## src/rtl/asr_port_arbiter.sv

```systemverilog
// ASR register-file port sequencer: delayed IU writes, read-after-write stall, debug sharing.
// Debug port and starvation logic exist only when ASR_ARB_DEBUG_PORT_EN is defined.
module asr_port_arbiter #(
  parameter int unsigned WR_DELAY     = 3,
  parameter int unsigned STARVE_LIMIT = 8
) (
  input  logic        clk,
  input  logic        rst,
  input  logic        iu_req,
  input  logic        iu_we,
  input  logic [4:0]  iu_sel,
  input  logic [31:0] iu_wdata,
  output logic        iu_gnt,
  output logic        iu_rvalid,
  output logic [31:0] iu_rdata,
  output logic        iu_err,
  input  logic        dbg_req,
  input  logic        dbg_we,
  input  logic [4:0]  dbg_sel,
  input  logic [31:0] dbg_wdata,
  output logic        dbg_gnt,
  output logic        dbg_rvalid,
  output logic [31:0] dbg_rdata,
  output logic        dbg_err,
  output logic        asr_wr,
  output logic [4:0]  asr_sel,
  output logic [31:0] asr_in,
  input  logic [31:0] asr_out
);

  localparam bit          Delayed = (WR_DELAY > 0);
  localparam int unsigned Stages  = Delayed ? WR_DELAY : 1;

  logic [Stages-1:0] dl_valid_q, dl_valid_d;
  logic [4:0]        dl_sel_q  [Stages];
  logic [4:0]        dl_sel_d  [Stages];
  logic [31:0]       dl_data_q [Stages];
  logic [31:0]       dl_data_d [Stages];

  logic commit, hazard;
  logic iu_sel_zero, iu_port_req, iu_free_req, iu_port_gnt;
  logic dbg_starved, dbg_port_gnt;
  logic iu_rvalid_q, iu_err_q;
  logic [31:0] iu_rdata_q;

  // Pending writes are dropped during reset, including one already at the tail.
  assign commit = Delayed && dl_valid_q[Stages-1] && !rst;

  always_comb begin
    hazard = 1'b0;
    for (int i = 0; i < Stages; i++) begin
      if (dl_valid_q[i] && (dl_sel_q[i] == iu_sel)) hazard = 1'b1;
    end
  end

  // Delayed IU writes and sel 0 accesses never need the port.
  assign iu_sel_zero = (iu_sel == 5'd0);
  assign iu_port_req = iu_req && !iu_sel_zero && (!iu_we || !Delayed);
  assign iu_free_req = iu_req && (iu_sel_zero || (iu_we && Delayed));
  assign iu_port_gnt = iu_port_req && !rst && !commit && !dbg_starved && !(hazard && !iu_we);
  assign iu_gnt      = (iu_free_req && !rst) || iu_port_gnt;

`ifdef ASR_ARB_DEBUG_PORT_EN
  localparam logic [7:0] StarveMax = 8'(STARVE_LIMIT);

  logic [7:0]  starve_cnt_q, starve_cnt_d;
  logic        dbg_sel_zero, dbg_port_req;
  logic        dbg_rvalid_q, dbg_err_q;
  logic [31:0] dbg_rdata_q;

  assign dbg_sel_zero = (dbg_sel == 5'd0);
  assign dbg_port_req = dbg_req && !dbg_sel_zero;
  assign dbg_starved  = dbg_port_req && (starve_cnt_q >= StarveMax);
  assign dbg_port_gnt = dbg_port_req && !rst && !commit && !iu_port_gnt;
  assign dbg_gnt      = (dbg_req && dbg_sel_zero && !rst) || dbg_port_gnt;

  always_comb begin
    starve_cnt_d = starve_cnt_q;
    if (dbg_gnt) begin
      starve_cnt_d = 8'd0;
    end else if (dbg_req && (starve_cnt_q < StarveMax)) begin
      starve_cnt_d = starve_cnt_q + 8'd1;
    end
  end

  always_ff @(posedge clk) begin
    if (rst) begin
      starve_cnt_q <= 8'd0;
      dbg_rvalid_q <= 1'b0;
      dbg_err_q    <= 1'b0;
      dbg_rdata_q  <= 32'd0;
    end else begin
      starve_cnt_q <= starve_cnt_d;
      dbg_rvalid_q <= dbg_gnt && !dbg_we;
      dbg_err_q    <= dbg_gnt && dbg_sel_zero;
      dbg_rdata_q  <= (dbg_gnt && !dbg_we && !dbg_sel_zero) ? asr_out : 32'd0;
    end
  end

  assign dbg_rvalid = dbg_rvalid_q;
  assign dbg_err    = dbg_err_q;
  assign dbg_rdata  = dbg_rdata_q;
`else
  logic unused_dbg;
  assign unused_dbg   = (^{dbg_req, dbg_we, dbg_sel, dbg_wdata}) ^ (STARVE_LIMIT == 0);
  assign dbg_starved  = 1'b0;
  assign dbg_port_gnt = 1'b0;
  assign dbg_gnt      = 1'b0;
  assign dbg_rvalid   = 1'b0;
  assign dbg_err      = 1'b0;
  assign dbg_rdata    = 32'd0;
`endif

  // Single owner per cycle: commit, then IU, then debug (starvation folded into iu_port_gnt).
  always_comb begin
    asr_wr  = 1'b0;
    asr_sel = 5'd0;
    asr_in  = 32'd0;
    if (commit) begin
      asr_wr  = 1'b1;
      asr_sel = dl_sel_q[Stages-1];
      asr_in  = dl_data_q[Stages-1];
    end else if (iu_port_gnt) begin
      asr_wr  = iu_we;
      asr_sel = iu_sel;
      asr_in  = iu_we ? iu_wdata : 32'd0;
    end else if (dbg_port_gnt) begin
      asr_wr  = dbg_we;
      asr_sel = dbg_sel;
      asr_in  = dbg_we ? dbg_wdata : 32'd0;
    end
  end

  always_comb begin
    dl_valid_d    = '0;
    dl_valid_d[0] = Delayed && iu_gnt && iu_we && !iu_sel_zero;
    dl_sel_d[0]   = iu_sel;
    dl_data_d[0]  = iu_wdata;
    for (int i = 1; i < Stages; i++) begin
      dl_valid_d[i] = dl_valid_q[i-1];
      dl_sel_d[i]   = dl_sel_q[i-1];
      dl_data_d[i]  = dl_data_q[i-1];
    end
  end

  always_ff @(posedge clk) begin
    if (rst) begin
      dl_valid_q  <= '0;
      iu_rvalid_q <= 1'b0;
      iu_err_q    <= 1'b0;
      iu_rdata_q  <= 32'd0;
    end else begin
      dl_valid_q  <= dl_valid_d;
      iu_rvalid_q <= iu_gnt && !iu_we;
      iu_err_q    <= iu_gnt && iu_sel_zero;
      iu_rdata_q  <= (iu_gnt && !iu_we && !iu_sel_zero) ? asr_out : 32'd0;
    end
    dl_sel_q  <= dl_sel_d;
    dl_data_q <= dl_data_d;
  end

  assign iu_rvalid = iu_rvalid_q;
  assign iu_err    = iu_err_q;
  assign iu_rdata  = iu_rdata_q;

endmodule

```

## config.mk

```make
export PLATFORM = sky130hd
export DESIGN_NAME = asr_port_arbiter
export DESIGN_NICKNAME = d
export VERILOG_FILES = /design/src/rtl/asr_port_arbiter.sv
export SDC_FILE = /design/constraint.sdc
export NUM_CORES = 1
export LEC_CHECK = 0
export CAP_MARGIN = 20
export CORE_MARGIN = 2
export CORE_UTILIZATION = 34
export CTS_BUF_LIST = sky130_fd_sc_hd__clkbuf_8 sky130_fd_sc_hd__clkbuf_16
export DETAILED_ROUTE_END_ITERATION = 10
export PLACE_DENSITY = 0.77
export SLEW_MARGIN = 0
export SYNTH_ARGS = -nofsm -noshare
export SYNTH_HDL_FRONTEND = slang
export SYNTH_SLANG_ARGS = --single-unit
```

## constraint.sdc

```tcl
create_clock -name clk -period 1.6 [get_ports clk]
set_input_delay 0.16 -clock clk [delete_from_list [all_inputs] [get_ports clk]]
set_output_delay 0.16 -clock clk [all_outputs]
set_load 0.005 [all_outputs]
```

==> flow_metrics.py <==
metrics = {
    "global_route": {
        "grt_usage_pct": 14.38,
        "top_usage_layer": "met2",
        "use_met2_pct": 25.35,
        "grt_pass1_vias": 2844,
        "grt-ovfl-total": 0,
        "use_met1_pct": 15.07,
        "grt_antenna_before_repair": 0,
        "grt_pass1_wl_um": 13990,
        "groute.layer.met3.usage_pct": 6.374,
        "grt_max_degree": 34,
    },
    "synth": {
        "yosys-mux-area-fraction_pct": 0,
        "ys_seq_area_share_pct": 73.27,
        "ys_seq_elements": 148,
        "yosysWarnings": 0,
        "syn_inst": 304,
        "syn-mean-instance-area_um2": 13.30,
        "yosysTopAreaCell": "dfxtp_1",
        "synthSimpleGateAreaFrac_pct": 14.60,
        "yosys.area_share.xor_xnor_pct": 2.166,
        "syn_area_um2": 4044,
        "synth_fa_ha_area_share_pct": 0,
        "synth_top_family_by_area": "simple AND/OR/NAND/NOR gates",
        "synth_top_area_share_pct": 73.27,
        "synth-compound-area-share_pct": 1.980,
        "yosysUniqueCellTypes": 24,
        "synth.area.top_cells": "dfxtp_1 (73%), buf_4 (6.7%), and2_1 (5.0%)",
    },
    "worst_setup_path": {
        "crit_path_start_kind": "register",
        "reg2reg_to": "iu_rdata[15]",
        "path_delay_family": "compound AO/OA/AOI/OAI gates",
        "r2r-start": "dl_sel_d[1]",
        "rrSetupSlack_ps": -160,
        "crit_required_ps": 1440,
        "cp-end-kind": "output port",
        "endpoint": "asr_sel[0]",
        "critPathArrivalTime_ps": 1970,
        "cp_num_buf_inv": 3,
        "cp_cell_sequence": "xnor2_1 > and2_4 > a2111o_1 > buf_6 > buf_6 > o21ai_2 > buf_2",
        "reg2regPathDepth": 7,
        "cpPeakStageDelay_ps": 450,
        "crit_path_start": "dl_sel_d[1]",
        "cp_slowest_cell": "a2111o_1",
        "critical_path_class": "register to output port",
        "crit_cells": 7,
        "cp_max_fo": 2,
        "critPathMostFrequentCell": "buf_6",
    },
    "floorplan": {
        "dieArea_um2": 12780,
        "core_um2": 11520,
        "start_util_pct": 35.12,
        "die_w_um": 113.1,
        "num_rows": 39,
        "die_h_um": 113.1,
        "ios": 220,
    },
    "sta": {
        "whs_ps": 130.3,
        "finalHoldViolCount": 0,
        "drv_slew": 0,
        "max_freq_mhz": 470.3,
        "period_share_pct": 132.9,
        "period_minus_slack_ps": 2126,
        "fin_ws_ps": -526.4,
        "rsz0062_at_grt": "true",
        "finClkSkew_ps": 10.45,
        "setup_viol": 46,
    },
    "cts": {
        "hold_buffers": 0,
        "cts_tree": "built",
        "cts_buffers": 17,
        "clkTransAtPathRegs_ps": 70,
        "root_buffer": "clkbuf_16",
        "htree_num_levels": 4,
        "clk-insertion-delay-late_ps": 410,
        "cts.path.max_buffers": 2,
        "cts_sinks": 148,
    },
    "finish": {
        "finalNonFillerCells": 645,
        "nFillCells": 891,
        "nNetsFinal": 601,
        "area_delta_synth_final_pct": 61.70,
        "drive_gt1_share_pct": 30.68,
        "diodes": 0,
    },
    "status": {
        "status": "complete, but fails checks",
        "violations": "DRC, setup timing",
    },
    "power_and_ir_drop": {
        "combinationalPowerShare_pct": 5.3,
        "p_sw_mw": 1.850,
        "p_seq_share_pct": 46.3,
        "netSwitchingFraction_pct": 21.95,
        "power_density_nw_per_um2": 1289,
        "vdd_drop_max_mv": 0.9036,
        "p_clk_share_pct": 48.3,
        "leakage_nw": 2.809,
        "internal_power_mw": 6.581,
    },
    "placement": {
        "dpl.hpwl_um": 5599,
        "port_buffers": 145,
        "pre_cts_slack_ps": -915.0,
        "gp_congestion": 0.7734,
        "dp.cells": 595,
    },
    "drt": {
        "drc": 14,
        "drt_iter0_drc": 104,
        "via_per_inst": 4.124,
        "wl_per_cell_um": 14.19,
        "dr_total_vias": 2660,
        "dr.pass1.iters": 7,
        "drtAntennaViolNets": 0,
        "totalWireLength_um": 9152,
    },
    "worst_hold_path": {
        "hold_class": "input pin to register",
        "whs_path_depth": 1,
    },
    "run": {
        "cap_violations": 0,
    },
}
placed cells by master (no fill, tap or decap), types with 5 or more instances in the layout:
cell,synthesis,final
o21ai_2,0,5
o21ai_0,11,5
clkbuf_2,0,23
buf_2,3,7
conb_1,1,35
nor3b_2,9,30
buf_6,1,9
xnor2_1,6,6
inv_8,0,5
buf_4,36,19
inv_6,0,5
and2_4,0,8
dfxtp_1,148,142
and2_1,32,25
nand2_1,7,7
clkdlybuf4s50_1,0,104
clkbuf_16,0,18
dfxtp_2,0,6
power groups by stage:
stage | clock network [mW] | logic (mW) | registers (mW)
after global placement | 0 | 0.378 | 3.98
after global routing | 4.34 | 0.480 | 3.92
after CTS | 4.14 | 0.426 | 3.91
after detailed placement | 0 | 0.387 | 3.99
final | 4.07 | 0.451 | 3.91
after floorplan | 0 | 0.162 | 3.97
registers in the layout, indices dropped and copies added (netlist names):
| name | cells |
|---|---|
| dl_data_d | 64 |
| dl_data_q | 32 |
| dl_sel_d | 10 |
| dl_sel_q | 5 |
| dl_valid_q | 3 |
| iu_err | 1 |
| iu_rdata | 32 |
| iu_rvalid | 1 |
Yosys cell counts:
master      n
a2111o_1    1
and2_0      1
and2_1     32
buf_2       3
buf_4      36
buf_6       1
clkbuf_1    6
conb_1      1
dfxtp_1   148
nand2_1     7
nand2b_1    1
nand4_1     1
nor2_1      4
nor2b_1     3
nor3_1      1
nor3b_1    24
nor3b_2     9
nor4_1      1
o21ai_0    11
o21bai_1    1
o22ai_1     1
or4_1       1
xnor2_1     6
xor2_1      4
how the worst min path moves through the flow:
stage,start,end,slack [ps]
global placement,dl_data_d[2],dl_data_q[2],310
detailed placement,dl_data_d[53],dl_data_d[21],310
finish,iu_sel[1],dl_sel_d[6],130
floorplan,iu_wdata[0],dl_data_d[32],190
global route,iu_sel[1],dl_sel_d[6],120
CTS,iu_sel[0],dl_sel_d[5],120
layer usage:
metal / part of all wire [%] / vias up
li1: - / 1279
met1: 38 / 1240
met2: 54 / 126
met3: 6.7 / 15
met4: 1.2 / 0
met5: 0 / -
through the flow:
step / setup TNS (ps) / utilization, % / total power [mW] / instance area (um2)
finish: -7156 / 56.78 / 8.431 / 6539
global route: -11390 / 56.78 / 8.739 / 6539
CTS: -19060 / 56.33 / 8.471 / 6487
detailed placement: -34520 / 48.74 / 4.372 / 5613
global placement: -32310 / 48.74 / 4.355 / 5613
floorplan: 0 / - / 4.135 / 4172
layout make-up:
cell class / instances / area [um2] / share of cell area, %
clock inverter: 14 / 176.4 / 2.698
clock buffer: 18 / 439.2 / 6.716
sequential: 148 / 2970 / 45.43
tap: 143 / 178.9 / 2.736
timing repair buffer: 177 / 1668 / 25.51
multi-input combinational: 145 / 1106 / 16.92
logic make-up (layout without fill, tap and decap cells):
family,count (synthesis),count (layout)
buffers and inverters,46,209
and+or+nand+nor,85,85
DFF,148,148
other,1,35
AOI/OAI and AO/OA,14,15
xor gates and xnor gates,10,10
worst reg2reg max path, stage by stage, from the launching register on:
cell and delay (ps):
dfxtp_2 320, xnor2_1 130, and2_4 150, buf_4 120, a2111o_1 440, buf_6 170, buf_12 150, nor3b_4 190
what timing repair did:
item	4_1_cts	5_1_grt
buffers inserted	7	7
resized for setup	79	87
setup endpoints to repair	72	72
pin swaps	8	2
gates cloned	2	2
Note: power is estimated with default switching activity, not from simulation.
